### src/rtl/leaf_bft_pkg.sv
// Shared constants, packet field layout and transmit state encoding for the
// leaf-to-BFT interface.
package leaf_bft_pkg;

    localparam int DATA_W      = 32;
    localparam int PKT_W       = 49;
    localparam int FIFO_DEPTH  = 16;
    localparam int FIFO_AW     = 4;
    localparam int CREDIT_W    = 5;
    localparam int CREDIT_INIT = 8;
    localparam int CREDIT_MAX  = 16;

    localparam int VALID_BIT   = 48;
    localparam int LEAF_W      = 5;
    localparam int PORT_LSB    = 39;
    localparam int PORT_W      = 4;
    localparam int SEQ_W       = 7;
    localparam int RET_W       = 8;

    localparam logic [PORT_W-1:0] CREDIT_PORT = 4'hF;

    typedef enum logic [1:0] {
        TX_IDLE   = 2'd0,
        TX_RUN    = 2'd1,
        TX_REPLAY = 2'd2
    } tx_state_e;

    function automatic logic [PKT_W-1:0] pack_pkt(
        input logic [LEAF_W-1:0] leaf,
        input logic [PORT_W-1:0] port,
        input logic [SEQ_W-1:0]  seq,
        input logic [DATA_W-1:0] data
    );
        return {1'b1, leaf, port, seq, data};
    endfunction

endpackage

### src/rtl/leaf_tx_fifo.sv
// Operator-side input buffer. Words become visible to the reader one cycle
// after the write, so a word never leaves the interface sooner than two edges after it arrives.
module leaf_tx_fifo
    import leaf_bft_pkg::*;
(
    input  logic              clk_i,
    input  logic              rst_n_i,
    input  logic              wr_en_i,
    input  logic [DATA_W-1:0] wr_data_i,
    input  logic              rd_en_i,
    output logic [DATA_W-1:0] rd_data_o,
    output logic              full_o,
    output logic              empty_o
);

    logic [DATA_W-1:0]  mem_q [FIFO_DEPTH];
    logic [FIFO_AW:0]   wr_ptr_q, wr_ptr_d;
    logic [FIFO_AW:0]   wr_vis_q;
    logic [FIFO_AW:0]   rd_ptr_q, rd_ptr_d;
    logic               wr_ok, rd_ok;

    // Full uses the live write pointer; empty uses the delayed copy.
    assign full_o  = (wr_ptr_q[FIFO_AW-1:0] == rd_ptr_q[FIFO_AW-1:0]) &&
                     (wr_ptr_q[FIFO_AW] != rd_ptr_q[FIFO_AW]);
    assign empty_o = (wr_vis_q == rd_ptr_q);

    assign wr_ok     = wr_en_i && !full_o;
    assign rd_ok     = rd_en_i && !empty_o;
    assign rd_data_o = mem_q[rd_ptr_q[FIFO_AW-1:0]];

    always_comb begin
        wr_ptr_d = wr_ptr_q;
        rd_ptr_d = rd_ptr_q;
        if (wr_ok) wr_ptr_d = wr_ptr_q + 1'b1;
        if (rd_ok) rd_ptr_d = rd_ptr_q + 1'b1;
    end

    always_ff @(posedge clk_i) begin
        if (!rst_n_i) begin
            wr_ptr_q <= '0;
            wr_vis_q <= '0;
            rd_ptr_q <= '0;
        end else begin
            wr_ptr_q <= wr_ptr_d;
            wr_vis_q <= wr_ptr_q;
            rd_ptr_q <= rd_ptr_d;
        end
    end

    always_ff @(posedge clk_i) begin
        if (wr_ok) mem_q[wr_ptr_q[FIFO_AW-1:0]] <= wr_data_i;
    end

endmodule

### src/rtl/leaf_interface_tx.sv
// Transmit half of a leaf BFT interface: buffers the operator stream and packs
// words into credit-controlled BFT packets, with single-packet replay.
//
//   state      | meaning
//   TX_IDLE    | ap_start low, nothing sent, FIFO keeps filling
//   TX_RUN     | send one packet per cycle when data and credit are available
//   TX_REPLAY  | re-send the last packet unchanged for one cycle
module leaf_interface_tx
    import leaf_bft_pkg::*;
(
    input  logic                clk_400,
    input  logic                reset_400_n,
    input  logic                ap_start,
    input  logic                resend,
    input  logic [LEAF_W-1:0]   dest_leaf,
    input  logic [PORT_W-1:0]   dest_port,
    input  logic [DATA_W-1:0]   s_data,
    input  logic                s_valid,
    output logic                s_ready,
    input  logic [PKT_W-1:0]    din_leaf_bft2interface,
    output logic [PKT_W-1:0]    dout_leaf_interface2bft,
    output logic [CREDIT_W-1:0] credit_cnt,
    output logic                credit_err
);

    tx_state_e           state_q, state_d;
    logic [PKT_W-1:0]    dout_q, dout_d;
    logic [PKT_W-1:0]    last_q, last_d;
    logic [SEQ_W-1:0]    seq_q, seq_d;
    logic [CREDIT_W-1:0] credit_q, credit_d;
    logic                err_q, err_d;
    logic                sent_q, sent_d;

    logic                fifo_full, fifo_empty;
    logic [DATA_W-1:0]   fifo_rdata;
    logic                pop, send_new, send_replay;
    logic [RET_W-1:0]    ret;
    logic [9:0]          credit_sum;
    logic                unused_din;

    assign s_ready = reset_400_n && !fifo_full;

    leaf_tx_fifo u_fifo (
        .clk_i     (clk_400),
        .rst_n_i   (reset_400_n),
        .wr_en_i   (s_valid && s_ready),
        .wr_data_i (s_data),
        .rd_en_i   (pop),
        .rd_data_o (fifo_rdata),
        .full_o    (fifo_full),
        .empty_o   (fifo_empty)
    );

    assign ret = (din_leaf_bft2interface[VALID_BIT] &&
                  din_leaf_bft2interface[PORT_LSB +: PORT_W] == CREDIT_PORT)
                 ? din_leaf_bft2interface[RET_W-1:0] : '0;
    assign unused_din = ^{din_leaf_bft2interface[47:43], din_leaf_bft2interface[38:8]};

    always_comb begin
        state_d     = state_q;
        pop         = 1'b0;
        send_new    = 1'b0;
        send_replay = 1'b0;
        case (state_q)
            TX_IDLE: begin
                if (ap_start) state_d = TX_RUN;
            end
            TX_RUN: begin
                if (ap_start && resend && sent_q) begin
                    state_d = TX_REPLAY;
                end else begin
                    // A packet launched as ap_start drops still goes out.
                    if (!fifo_empty && credit_q != '0) begin
                        pop      = 1'b1;
                        send_new = 1'b1;
                    end
                    if (!ap_start) state_d = TX_IDLE;
                end
            end
            TX_REPLAY: begin
                send_replay = 1'b1;
                state_d     = TX_RUN;
            end
            default: state_d = TX_IDLE;
        endcase
    end

    always_comb begin
        dout_d = '0;
        last_d = last_q;
        seq_d  = seq_q;
        sent_d = sent_q;
        err_d  = err_q;
        if (send_new) begin
            dout_d = pack_pkt(dest_leaf, dest_port, seq_q, fifo_rdata);
            last_d = dout_d;
            seq_d  = seq_q + 1'b1;
            sent_d = 1'b1;
        end else if (send_replay) begin
            dout_d = last_q;
        end

        credit_sum = {5'd0, credit_q} + {2'd0, ret} - {9'd0, send_new};
        if (credit_sum > 10'(CREDIT_MAX)) begin
            credit_d = CREDIT_W'(CREDIT_MAX);
            err_d    = 1'b1;
        end else begin
            credit_d = credit_sum[CREDIT_W-1:0];
        end
    end

    always_ff @(posedge clk_400) begin
        if (!reset_400_n) begin
            state_q  <= TX_IDLE;
            dout_q   <= '0;
            last_q   <= '0;
            seq_q    <= '0;
            credit_q <= CREDIT_W'(CREDIT_INIT);
            err_q    <= 1'b0;
            sent_q   <= 1'b0;
        end else begin
            state_q  <= state_d;
            dout_q   <= dout_d;
            last_q   <= last_d;
            seq_q    <= seq_d;
            credit_q <= credit_d;
            err_q    <= err_d;
            sent_q   <= sent_d;
        end
    end

    assign dout_leaf_interface2bft = dout_q;
    assign credit_cnt              = credit_q;
    assign credit_err              = err_q;

endmodule
### config.mk
export PLATFORM = sky130hd
export DESIGN_NAME = leaf_interface_tx
export DESIGN_NICKNAME = d
export VERILOG_FILES = /design/src/rtl/leaf_bft_pkg.sv /design/src/rtl/leaf_tx_fifo.sv /design/src/rtl/leaf_interface_tx.sv
export SDC_FILE = /design/constraint.sdc
export NUM_CORES = 1
export LEC_CHECK = 0
export BUFFER_PORTS_ARGS = -buffer_cell sky130_fd_sc_hd__clkbuf_2
export CAP_MARGIN = 20
export CORE_ASPECT_RATIO = 1.5
export CORE_MARGIN = 4
export CORE_UTILIZATION = 54
export CTS_CLUSTER_DIAMETER = 40
export DETAILED_ROUTE_END_ITERATION = 8
export GPL_ROUTABILITY_DRIVEN = 0
export MAX_ROUTING_LAYER = met4
export PLACE_DENSITY = 0.8
export SLEW_MARGIN = 10
export SYNTH_ARGS = -nofsm -noshare
export SYNTH_HDL_FRONTEND = slang
export SYNTH_SLANG_ARGS = --single-unit
### constraint.sdc
create_clock -name clk_400 -period 3.7 [get_ports clk_400]
set_clock_uncertainty 0.05 [all_clocks]
set_input_delay 0.37 -clock clk_400 [delete_from_list [all_inputs] [get_ports clk_400]]
set_output_delay 0.37 -clock clk_400 [all_outputs]
set_load 0.01 [all_outputs]
# Yosys cells after proc, flatten, opt, wreduce, memory -nomap -nowiden
# Memories as Yosys holds them, arrays and structs flattened. A register that Yosys moved wholly into a read port is not among the register bits.
# Cells that the tools add are included.
[totals]
ff_bits = 129
latchBits = 0
ram_bits = 512
rom_bits = 0
input_bits = 95
output_inout_bits = 56
wordCells = 58
mem_count = 1
[mem_list]
columns = ["name", "depth", "width", "read_ports", "rd_ports_with_merged_regs", "write_ports", "line_no", "text"]
rows = [
  ["u_fifo.mem_q", 16, 32, 1, 1, 1, "leaf_tx_fifo.sv:16", "logic [DATA_W-1:0] mem_q [FIFO_DEPTH];"],
]
[op_classes]
n_addsub = 5
mul = 0
div_mod_pow = 0
order_cmp = 1
n_eq_ne = 8
shift = 0
mux = 16
bitwise_logic = 1
n_reduce_logical = 15
[op_table]
columns = ["op", "n"]
rows = [
  ["2-to-1 mux 49 bit", 2],
  ["adder 5 x 1 -> 5 bit (second input constant)", 2],
  ["> comparator 10 x 5 -> 1 bit (second input constant)", 1],
  ["subtractor 9 x 1 -> 10 bit", 1],
  ["adder 5 x 8 -> 9 bit", 1],
  ["logical AND 1 bit", 9],
  ["2-to-1 mux 4 bit", 2],
  ["2-to-1 mux 8 bit", 1],
  ["adder 7 x 1 -> 7 bit (second input constant)", 1],
  ["2-to-1 mux 1 bit", 6],
  ["2-to-1 mux 2 bit", 3],
  ["case mux 2 bit (3 select lines)", 1],
  ["equality test 5 bit", 1],
  ["2-to-1 mux 5 bit", 1],
  ["nonzero test 5 bit", 1],
  ["equality test 4 bit", 1],
  ["equality test 4 bit (second input constant)", 1],
  ["!= test 3 bit (second input constant)", 1],
  ["equality test 2 x 1 -> 1 bit (second input constant)", 1],
  ["equality test 2 bit (second input constant)", 1],
  ["zero test 1 bit", 2],
  ["zero test 2 bit", 1],
  ["!= test 2 bit (second input constant)", 1],
  ["AND reduction 2 bit", 1],
  ["other kinds (3)", 3],
]

# Depth between registers and ports, before layout
# Gate-level depths: netlist of the first run.
[depth]
depth_word = 9
ltp_mapped = 17
ltp_nobuf = 15

# By module
# From an unflattened synthesis of the first run, not the netlist that was laid out.
[hier_totals]
hier_cells = 1413
area_unflattened_um2 = 24653.6
[modules_own_cells]
columns = ["mod", "instances", "cells_each", "area_per_inst_um2", "seq_area_each_um2"]
rows = [
  ["leaf_tx_fifo", 1, 899, 20139.3, 15755.1],
  ["leaf_interface_tx", 1, 514, 4514.3, 2262.2],
]

# Least setup slack after synthesis of the first run
# No wires, ideal clock.
[synth_path]
kind = "input to register"
startpoint = "input port reset_400_n"
endpoint = "memory u_fifo.mem_q[3][0], enable pin"
setup_ns = 0.461
arrival_time_ns = 3.626
required_ns = 3.189
slack_ns = -0.437
stages = 7
n_path_buf = 2
cell_sequence = "clkbuf_1 -> inv_2 -> a31oi_1 -> and2_1 -> buf_2 -> nand2_1 -> nor3_1"
[synth_between]
elab_chain_cells = 5
[synth_lines]
columns = ["item", "line_no", "text"]
rows = [
  ["from (decl)", "leaf_interface_tx.sv:12", "input logic reset_400_n,"],
  ["logical AND 1 bit", "leaf_interface_tx.sv:41", "assign s_ready = reset_400_n && !fifo_full;"],
  ["via s_ready", "leaf_interface_tx.sv:19", "output logic s_ready,"],
  ["logical AND 1 bit", "leaf_interface_tx.sv:46", ".wr_en_i (s_valid && s_ready),"],
  ["logical AND 1 bit", "leaf_tx_fifo.sv:27", "assign wr_ok = wr_en_i && !full_o;"],
  ["2-to-1 mux 1 bit", "leaf_tx_fifo.sv:51", "if (wr_ok) mem_q[wr_ptr_q[FIFO_AW-1:0]] <= wr_data_i;"],
  ["2-to-1 mux 1 bit (not written as such)", "leaf_tx_fifo.sv:51", ""],
  ["to (decl)", "leaf_tx_fifo.sv:16", ""],
]
# The timed path passes the listed nets, and every way through them passes these cells.

# Final worst setup path of the first run
[layout_path]
startpoint = "register credit_q[2], in the netlist credit_cnt[2]"
endpoint = "register credit_q[2], in the netlist credit_cnt[2]"
[layout_between]
elab_chain_cells = 8
elab_cells_between_ends = 9
classes_between = "add/sub: 2; order compare: 1; mux: 3; reduce/logical: 3"
[layout_lines]
columns = ["item", "line_no", "text"]
rows = [
  ["from (decl)", "leaf_interface_tx.sv:30", "logic [CREDIT_W-1:0] credit_q, credit_d;"],
  ["from (signal assigned)", "leaf_interface_tx.sv:118", "credit_q <= CREDIT_W'(CREDIT_INIT);"],
  ["from (signal assigned)", "leaf_interface_tx.sv:126", "credit_q <= credit_d;"],
  ["parallel branches: the longest is 5 deep, another holds adder 5 x 8 -> 9 bit", "n/a", ""],
  ["subtractor 9 x 1 -> 10 bit (*)", "leaf_interface_tx.sv:103", "credit_sum = {5'd0, credit_q} + {2'd0, ret} - {9'd0, send_new};"],
  ["> comparator 10 x 5 -> 1 bit", "leaf_interface_tx.sv:104", "if (credit_sum > 10'(CREDIT_MAX)) begin"],
  ["OR reduction 2 bit (no source line)", "n/a", ""],
]
# Every way passes the cells marked *.
# A chain may end at the register's enable or synchronous reset.

==> results of run 1 <==
## cells by family (layout without fill, tap and decap cells)
family | after synthesis | count (layout) | synth area share
AOI/OAI and AO/OA | 192 | 192 | 0.0496
xor gates and xnor gates | 24 | 24 | 0.00854
adders and majority gates | 22 | 22 | 0.0115
buffers and inverters | 105 | 311 | 0.0217
DFF | 644 | 644 | 0.732
muxes | 164 | 164 | 0.132
other | 0 | 3 | 0
and+or+nand+nor | 246 | 246 | 0.0449
## cells in the mapped netlist, drive strengths merged, types with 3 or more instances
| cell | count | area (sq um) |
|---|---|---|
| edfxtp | 512 | 15400 |
| nand2 | 140 | 528 |
| dfxtp | 132 | 2640 |
| mux4 | 128 | 2880 |
| a21oi | 70 | 350 |
| o21ai | 69 | 345 |
| buf | 41 | 287 |
| nor2 | 36 | 135 |
| clkbuf | 35 | 135 |
| mux2i | 35 | 350 |
| a211oi | 33 | 338 |
| nor2b | 31 | 194 |
| inv | 29 | 111 |
| ha | 21 | 263 |
| xor2 | 14 | 123 |
| nor3 | 10 | 50.1 |
| xnor2 | 10 | 87.6 |
| nand4 | 7 | 43.8 |
| nand3 | 6 | 30.0 |
| and2b | 4 | 30.0 |
| o31ai | 4 | 48.8 |
| nand2b | 3 | 18.8 |
| o211ai | 3 | 27.5 |
## per-layer routing
layer,part of all wire,vias up,GRT usage
met4,0.027,0,0.0706
li1,-,5722,-
met5,0,-,-
met1,0.37,6746,0.283
met2,0.52,645,0.376
met3,0.077,107,0.0333
## power breakdown
group          switching (mW)  internal (mW)  leakage, nW
Sequential             0.0297           7.87         5.68
Combinational           0.324          0.229         2.58
Clock                    2.59           3.42        0.948
Total                    2.95           11.5         9.21
## layout make-up
| class | instances | share of cell area |
|---|---|---|
| Tap cell | 582 | 0.0258 |
| Antenna cell | 3 | 0.000266 |
| Clock buffer | 76 | 0.0564 |
| Multi-Input combinational cell | 648 | 0.221 |
| Timing Repair Buffer | 172 | 0.0421 |
| Inverter | 29 | 0.00394 |
| Clock inverter | 34 | 0.0122 |
| Sequential cell | 644 | 0.639 |
## flip-flops by register name, summed over array words and instances (netlist names), 2 cells and up, named ones only
name,flops
u_fifo.wr_vis_q,5
credit_cnt,5
dout_leaf_interface2bft,49
last_q,49
seq_q,7
u_fifo.wr_ptr_q,5
state_q,2
u_fifo.rd_ptr_q,5
u_fifo.mem_q,512
## metrics by stage
| stage | utilization | instance area [sq um] | instances | total power, mW |
|---|---|---|---|---|
| 5_1_grt | 0.629 | 28200 | 2188 | 14.9 |
| 6_report | 0.629 | 28200 | 2188 | 14.5 |
| 3_3_place_gp | 0.582 | 26200 | 2065 | 8.56 |
| 2_1_floorplan | - | 24600 | 1397 | 8.39 |
| 4_1_cts | 0.627 | 28200 | 2183 | 14.5 |
| 3_5_place_dp | 0.582 | 26200 | 2065 | 8.59 |
## repair_timing
item	4_1_cts	5_1_grt
endpoints found under the setup margin	0	1
hold buffers	8	0
endpoints found under the hold margin	16	0
setup buffers	0	1
resized for setup	0	5
## worst max-delay path by stage
stage / start / end / slack [ns] / cells after the start
floorplan: credit_cnt[4]$_SDFF_PN0_ / credit_err$_SDFFE_PN0N_ / 0.004 / 17
finish: credit_cnt[2]$_SDFF_PP0_ / credit_cnt[2]$_SDFF_PP0_ / 0.11 / 15
CTS: credit_cnt[4]$_SDFF_PN0_ / credit_err$_SDFFE_PN0N_ / 0.06 / 15
global route: credit_cnt[2]$_SDFF_PP0_ / credit_cnt[2]$_SDFF_PP0_ / -0.05 / 15
global placement: credit_cnt[4]$_SDFF_PN0_ / credit_err$_SDFFE_PN0N_ / 0.14 / 15
detailed placement: credit_cnt[4]$_SDFF_PN0_ / credit_err$_SDFFE_PN0N_ / 0.09 / 15
## worst min-delay path, stage by stage
cell and delay, ns:
clkbuf_2 0.08, nand2_1 0.08, a21oi_1 0.07
==> run_results.csv, run 1 <==
group,metric,value,unit
detailed_routing,first_pass_iters,5,
detailed_routing,wire_per_inst,24.4,um
placed_design,port_buffers,114,
layout,nets,1671,
logic_synthesis,synth.net_count,1514,
timing,hold_viol,0,
layout,ff_latch_area,0.0180,sq mm
power_and_ir_drop,p_leak,9.21,nW
timing,setup_tns,0,ns
critical_path,crit_family,"simple AND/OR/NAND/NOR gates",
critical_path,crit_type,"reg -> reg",
clock_tree,cts.root.buffer_cell,"clkbuf_16",
placed_design,place_ws,0.0907,ns
detailed_routing,drt-total-wl,53400,um
timing,slew_headroom,0.302,
clock_tree,clock-sinks,644,
critical_path,crit_buf_inv,3,
logic_synthesis,synth_edf_count,512,
clock_tree,cts_buffers,59,
logic_synthesis,yosys_warnings,0,
timing,final.period_utilization,0.969,
clock_tree,clk_pin_slew,0.06,ns
critical_path,ff2ff_path_depth,15,
die,row_count,95,
die,pin_count,151,
clock_tree,clk_path_buf_depth,3,
critical_path,crit_required,4.10,ns
critical_path,reg2reg_from,"credit_cnt[2]$_SDFF_PP0_",
critical_path,max_stage_delay,0.52,ns
critical_path,crit_fanout,6,
layout,drive_gt1_frac,0.271,
critical_path,reg2reg_setup_slack,0.11,ns
critical_path,cp.arrival,3.98,ns
clock_tree,clkLatencyLatePin,0.59,ns
logic_synthesis,ys_seq_area_frac,0.732,
min_path,hp-class,"in -> reg",
detailed_routing,vias_per_cell,6.04,
detailed_routing,antenna_left,0,
global_route,grt_max_degree,61,
run,maxCapViolations,0,
min_path,holdCritStartpoint,"dest_port[3]",
critical_path,rr_endpoint,"credit_cnt[2]$_SDFF_PP0_",
layout,multi_input_area,0.00624,sq mm
global_route,grt_usage,0.223,
timing,setup_ws,0.114,ns
timing,hold_slack,0.0205,ns
die,floorplan.initialDensity,0.548,
logic_synthesis,yosysUniqueCellTypes,55,
power_and_ir_drop,irDropWorstVdd,0.407,mV
timing,period_needed,3.59,ns
timing,timing_max_transition_violations_final,0,
power_and_ir_drop,power_density,512,mW/mm^2
die,die_w,182,um
global_route,grt_antenna_before_repair,3,
logic_synthesis,synth_seq_cells,644,
die,coreArea,0.0449,sq mm
timing,finalSetupViolCount,0,
logic_synthesis,synthArstFlopShare,0,
critical_path,cp_cell_sequence,"or4_1, o211ai_2, a31o_4, inv_4, ha_1, inv_1, ha_2, inv_1, fa_2, and2b_2, o31ai_4, a22oi_2, xnor2_2, o31ai_4, nor4b_1",
global_route,first_global_vias,13600,
outcome,status,"completed",
critical_path,crit_path_top_delay_cell,"or4_1",
layout,area_growth,14.7,%
detailed_routing,via_count,13200,
placed_design,hpwl,30100,um
detailed_routing,drt-initial-drc-count,1128,
global_route,grt_pass1_wl,81900,um
layout,nFillCells,2980,
logic_synthesis,synthCells,1397,
logic_synthesis,syn_area,0.0246,sq mm
clock_tree,cts_tree,"done",
min_path,hold_depth,3,
layout,final_cell_mix,"512 x edfxtp_1, 139 x nand2_1, 128 x mux4_2",
min_path,holdPathEnd,"dout_leaf_interface2bft[42]$_SDFF_PN0_",
critical_path,worstSetupEndpointType,"flop",
detailed_routing,drcViolationCount,0,
timing,worstMarginPinSlew,1.05,ns
global_route,overflow,0,
logic_synthesis,synth.avg_cell_area,17.6,sq um
layout,final_common_cell,"edfxtp_1",
logic_synthesis,synth_flop_cell,"edfxtp_1",
timing,max_clock_freq,0.279,GHz
die,die-height,269,um
die,dieArea,0.0491,sq mm
clock_tree,htreeDepth,2,
critical_path,startpoint_type,"flop",
Power figures use the tool's default switching activity.
==> inputs of run 2 (changes only) <==
--- a/config.mk
+++ b/config.mk
@@ -9,12 +9,12 @@
 export CAP_MARGIN = 20
 export CORE_ASPECT_RATIO = 1.5
 export CORE_MARGIN = 4
-export CORE_UTILIZATION = 54
+export CORE_UTILIZATION = 45
 export CTS_CLUSTER_DIAMETER = 40
 export DETAILED_ROUTE_END_ITERATION = 8
 export GPL_ROUTABILITY_DRIVEN = 0
 export MAX_ROUTING_LAYER = met4
-export PLACE_DENSITY = 0.8
+export PLACE_DENSITY = 0.69
 export SLEW_MARGIN = 10
 export SYNTH_ARGS = -nofsm -noshare
 export SYNTH_HDL_FRONTEND = slang
==> run 2 against run 1 <==
Maximum frequency is 0.35% lower. Design area is 0.63% higher. Sequential share of layout area is 0.40 points lower. Via count is 4.7% lower. Setup slack worse by 0.013 ns. Power is 0.61% higher. Critical path depth is 1 lower. Register-to-register slack hardly changed. Cell count is 5.2% higher. Sequential power hardly changed. Die area is 19% higher. Routed wire length is 2.9% lower. Largest cell class unchanged.
==> run_results.csv, run 2 (synthesis results as in run 1) <==
group,metric,value,unit
global_route,grt_max_degree,61,
timing,hold_slack,0.103,ns
timing,worstMarginPinSlew,1.04,ns
global_route,grt_antenna_before_repair,4,
placed_design,port_buffers,114,
critical_path,startpoint_type,"flop",
layout,final_common_cell,"edfxtp_1",
die,coreArea,0.0539,sq mm
timing,period_needed,3.60,ns
die,floorplan.initialDensity,0.457,
die,pin_count,151,
min_path,hp-class,"in -> reg",
critical_path,crit_required,4.14,ns
critical_path,crit_fanout,6,
outcome,status,"completed",
critical_path,max_stage_delay,0.54,ns
clock_tree,htreeDepth,2,
critical_path,cp.arrival,4.04,ns
die,dieArea,0.0586,sq mm
clock_tree,clk_path_buf_depth,3,
detailed_routing,wire_per_inst,22.5,um
clock_tree,clk_pin_slew,0.06,ns
placed_design,hpwl,29100,um
critical_path,ff2ff_path_depth,14,
timing,setup_tns,0,ns
die,die-height,294,um
timing,timing_max_transition_violations_final,0,
layout,drive_gt1_frac,0.273,
layout,final_cell_mix,"512 x edfxtp_1, 139 x nand2_1, 128 x mux4_2",
clock_tree,clkLatencyLatePin,0.61,ns
detailed_routing,drcViolationCount,0,
die,die_w,199,um
critical_path,worstSetupEndpointType,"flop",
global_route,grt_pass1_wl,79000,um
clock_tree,cts.root.buffer_cell,"clkbuf_16",
detailed_routing,drt-total-wl,51900,um
run,maxCapViolations,0,
timing,finalSetupViolCount,0,
global_route,first_global_vias,13200,
detailed_routing,drt-initial-drc-count,890,
detailed_routing,antenna_left,0,
timing,hold_viol,0,
detailed_routing,vias_per_cell,5.47,
global_route,grt_usage,0.183,
detailed_routing,first_pass_iters,4,
clock_tree,clock-sinks,644,
timing,final.period_utilization,0.973,
layout,largest_register_ffs,512,
timing,rsz0062_at_grt,"false",
critical_path,cp_cell_sequence,"or4_1, o211ai_2, a31o_4, inv_4, ha_1, inv_1, ha_4, inv_1, fa_2, and2b_2, o31ai_4, nor4b_2, o31ai_4, o41a_1",
die,row_count,104,
critical_path,crit_path_top_delay_cell,"or4_1",
clock_tree,cts_setup_buffers,0,
clock_tree,cts_buffers,59,
timing,slew_headroom,0.304,
detailed_routing,via_count,12600,
global_route,overflow,0,
layout,nets,1675,
power_and_ir_drop,irDropWorstVdd,0.390,mV
layout,area_growth,15.5,%
power_and_ir_drop,p_leak,9.25,nW
clock_tree,cts_tree,"done",
critical_path,crit_type,"reg -> reg",
min_path,hold_depth,1,
power_and_ir_drop,power_density,512,mW/mm^2
timing,max_clock_freq,0.278,GHz
run 2: power by group:
| part | switching, mW | internal, mW |
|---|---|---|
| combinational | 0.317 | 0.231 |
| sequential | 0.0286 | 7.87 |
| clock | 2.67 | 3.44 |
run 2: final timing paths:
kind | from | to | slack, ns
max | credit_cnt[4]$_SDFF_PN0_ | credit_err$_SDFFE_PN0N_ | 0.10
min | s_data[19] | u_fifo.mem_q[5][19]$_DFFE_PP_ | 0.10
max reg2reg | credit_cnt[4]$_SDFF_PN0_ | credit_err$_SDFFE_PN0N_ | 0.10
min reg2reg | last_q[40]$_SDFFE_PN0P_ | last_q[40]$_SDFFE_PN0P_ | 0.41
run 2: final cells by class:
type                       instances  area, sq um
fill                            4248        25500
sequential                       644        18000
multi-input combinational        648         6240
clock buffer                      81         1640
timing repair buffer             176         1180
tap                              689          862
clock inverter                    31          342
inverter                          29          111
antenna                            4         10.0
run 2: worst max-delay path: cells and delay by family (launching register included):
| family | cells | cell delay [ns] |
|---|---|---|
| flops | 1 | 0.32 |
| compound gates | 5 | 1.18 |
| simple gates | 3 | 1.15 |
| buf+inv | 3 | 0.16 |
| fa+ha+maj | 3 | 0.63 |
run 2: metal layers:
metal / GRT usage / part of all wire / vias up / wire [um]
li1: - / - / 5756 / -
met1: 0.228 / 0.40 / 6443 / 20600
met2: 0.318 / 0.53 / 320 / 27700
met3: 0.0284 / 0.050 / 77 / 2580
met4: 0.0432 / 0.019 / 0 / 992
met5: - / 0 / - / 0
run 2: timing repair:
| action | in CTS | in global routing |
|---|---|---|
| hold buffers | 12 | 0 |
| setup endpoints to repair | 0 | 4 |
| endpoints found under the hold margin | 20 | 0 |
| gates resized for setup | 0 | 6 |
run 2: through the flow:
step	cells	setup slack (ns)	power [mW]	utilization	area (sq um)
2_1_floorplan	1397	0.00359	8.39	-	24600
3_3_place_gp	2174	0.130	8.56	0.488	26300
3_5_place_dp	2174	0.0212	8.59	0.488	26300
4_1_cts	2298	0.0225	14.7	0.527	28400
5_1_grt	2302	0.0150	15.1	0.528	28400
6_report	2302	0.101	14.5	0.528	28400
==> inputs of run 3 (changes only) <==
--- a/config.mk
+++ b/config.mk
@@ -15,6 +15,7 @@
 export GPL_ROUTABILITY_DRIVEN = 0
 export MAX_ROUTING_LAYER = met4
 export PLACE_DENSITY = 0.69
+export RECOVER_POWER = 50
 export SLEW_MARGIN = 10
 export SYNTH_ARGS = -nofsm -noshare
 export SYNTH_HDL_FRONTEND = slang
==> run 3 against run 2 <==
Worst hold slack improved by 0.091 ns. First-iteration DRC count fell by 2.1%. Critical path type unchanged. Via count shrank 0.15%. Sequential share of layout area rose by 0.27 points. Setup slack worse by 0.0024 ns. Global-route usage unchanged. Sequential cell count unchanged. Power about the same. Maximum frequency is essentially flat. Combinational power shrank 2%. Critical path depth unchanged. The flow now finishes with violations (max-capacitance violations, max-slew violations).
==> run_results.csv, run 3 (synthesis results as in run 1) <==
group,metric,value,unit
outcome,status,"finished, violations left",
outcome,violations,"max-capacitance violations, max-slew violations",
critical_path,crit_path_top_delay_cell,"or4_1",
critical_path,worstSetupEndpointType,"flop",
clock_tree,htreeDepth,2,
critical_path,cp_cell_sequence,"or4_1, o211ai_2, a31o_4, inv_4, ha_1, inv_1, ha_4, inv_1, fa_2, and2b_2, o31ai_4, nor4b_2, o31ai_4, o41a_1",
critical_path,max_stage_delay,0.54,ns
placed_design,placed_area,0.0263,sq mm
timing,period_needed,3.60,ns
timing,setup_tns,0,ns
die,coreArea,0.0539,sq mm
placed_design,hpwl,29100,um
global_route,grt_usage,0.183,
layout,fin_area,0.0283,sq mm
critical_path,crit_fanout,6,
min_path,holdPathEnd,"u_fifo.mem_q[13][3]$_DFFE_PP_",
detailed_routing,vias_per_cell,5.46,
detailed_routing,via_count,12600,
power_and_ir_drop,p_leak,8.95,nW
run,maxCapViolations,2,
die,row_count,104,
critical_path,reg2reg_from,"credit_cnt[4]$_SDFF_PN0_",
min_path,hp-class,"in -> reg",
clock_tree,clk_pin_slew,0.07,ns
critical_path,ff2ff_path_depth,14,
clock_tree,clk_path_buf_depth,3,
timing,hold_viol,0,
layout,final_cell_mix,"512 x edfxtp_1, 140 x nand2_1, 128 x mux4_2, 128 x dfxtp_1, 105 x clkbuf_1",
die,die-height,294,um
layout,area_growth,15.0,%
timing,max_clock_freq,0.278,GHz
timing,rsz0062_at_grt,"false",
power_and_ir_drop,power_density,514,mW/mm^2
detailed_routing,drt-total-wl,51900,um
critical_path,cp.arrival,4.04,ns
clock_tree,clock-sinks,644,
die,floorplan.initialDensity,0.457,
layout,final_common_cell,"edfxtp_1",
die,die_w,199,um
timing,final.period_utilization,0.973,
min_path,holdCritStartpoint,"s_data[3]",
critical_path,reg2reg_setup_slack,0.1,ns
global_route,grt_pass1_wl,79000,um
layout,largest_register_ffs,512,
global_route,overflow,0,
critical_path,crit_family,"compound AO/OA/AOI/OAI gates",
global_route,first_global_vias,13200,
critical_path,crit_required,4.14,ns
clock_tree,cts_tree,"done",
clock_tree,clkLatencyLatePin,0.61,ns
layout,stdcell_count,2303,
die,dieArea,0.0586,sq mm
layout,nets,1675,
critical_path,crit_type,"reg -> reg",
clock_tree,cts_buffers,59,
detailed_routing,wire_per_inst,22.5,um
clock_tree,cts.root.buffer_cell,"clkbuf_16",
timing,timing_max_transition_violations_final,105,
timing,finalSetupViolCount,0,
power_and_ir_drop,irDropWorstVdd,0.390,mV
critical_path,rr_endpoint,"credit_err$_SDFFE_PN0N_",
global_route,grt_max_degree,61,
critical_path,crit_buf_inv,3,
die,pin_count,151,
detailed_routing,drcViolationCount,0,
clock_tree,cts_setup_buffers,0,
detailed_routing,first_pass_iters,5,
detailed_routing,antenna_left,0,
power_and_ir_drop,total_power,14.5,mW
timing,worstMarginPinSlew,2.77,ns
timing,slew_headroom,-0.847,
detailed_routing,drt-initial-drc-count,871,
placed_design,port_buffers,114,
critical_path,startpoint_type,"flop",
layout,final_util,0.525,
min_path,hold_depth,1,
placed_design,place_inst,2174,
layout,drive_gt1_frac,0.215,
global_route,grt_antenna_before_repair,4,
==> run 3: worst max path at each step <==
stage                                        start                       to  slack (ns)  depth (start not counted)
after floorplan           credit_cnt[4]$_SDFF_PN0_  credit_err$_SDFFE_PN0N_       0.004                         17
after global routing      credit_cnt[4]$_SDFF_PN0_  credit_err$_SDFFE_PN0N_        0.01                         14
after detailed placement  credit_cnt[4]$_SDFF_PN0_  credit_err$_SDFFE_PN0N_        0.02                         15
after global placement    credit_cnt[4]$_SDFF_PN0_  credit_err$_SDFFE_PN0N_        0.13                         15
final                     credit_cnt[4]$_SDFF_PN0_  credit_err$_SDFFE_PN0N_         0.1                         14
after CTS                 credit_cnt[4]$_SDFF_PN0_  credit_err$_SDFFE_PN0N_        0.02                         15
==> run 3: worst reg2reg max path: cells and delay by family (launching register included) <==
| family | cells | cell delay, ns |
|---|---|---|
| adder cells (fa/ha/maj) | 3 | 0.62 |
| AO/OA/AOI/OAI | 5 | 1.18 |
| buffers and inverters | 3 | 0.16 |
| AND/OR/NAND/NOR | 3 | 1.15 |
| flip-flops | 1 | 0.32 |
==> run 3: cell type report <==
| cell class | instances | area [sq um] |
|---|---|---|
| fillers | 4293 | 25600 |
| well taps | 689 | 862 |
| clock buffers | 81 | 1640 |
| diodes | 5 | 12.5 |
| inverters | 29 | 111 |
| flip-flops and latches | 644 | 18000 |
| clock inverters | 31 | 342 |
| multi-input cells | 648 | 6240 |
| repair buffers | 176 | 1060 |
==> run 3: through the flow <==
stage / hold slack (ns) / setup slack (ns)
2_1_floorplan: 0.384 / 0.00359
3_3_place_gp: 0.391 / 0.130
3_5_place_dp: 0.398 / 0.0212
4_1_cts: 0.0739 / 0.0225
5_1_grt: 0.222 / 0.0130
6_report: 0.194 / 0.0988
==> run 3: power breakdown <==
part	internal, mW	total [mW]	switching (mW)
clock	3.44	6.10	2.67
combinational	0.223	0.539	0.316
sequential	7.87	7.90	0.0286
==> run 3: layer usage <==
layer | global-route usage | wire length, um
met1 | 0.228 | 20700
met2 | 0.318 | 27600
met3 | 0.0284 | 2620
met4 | 0.0432 | 991
met5 | - | 0
==> run 3: what timing repair did <==
action / in CTS / in global routing
resized for setup: 0 / 6
hold endpoints to repair: 20 / 0
hold buffers: 12 / 0
endpoints found under the setup margin: 0 / 4
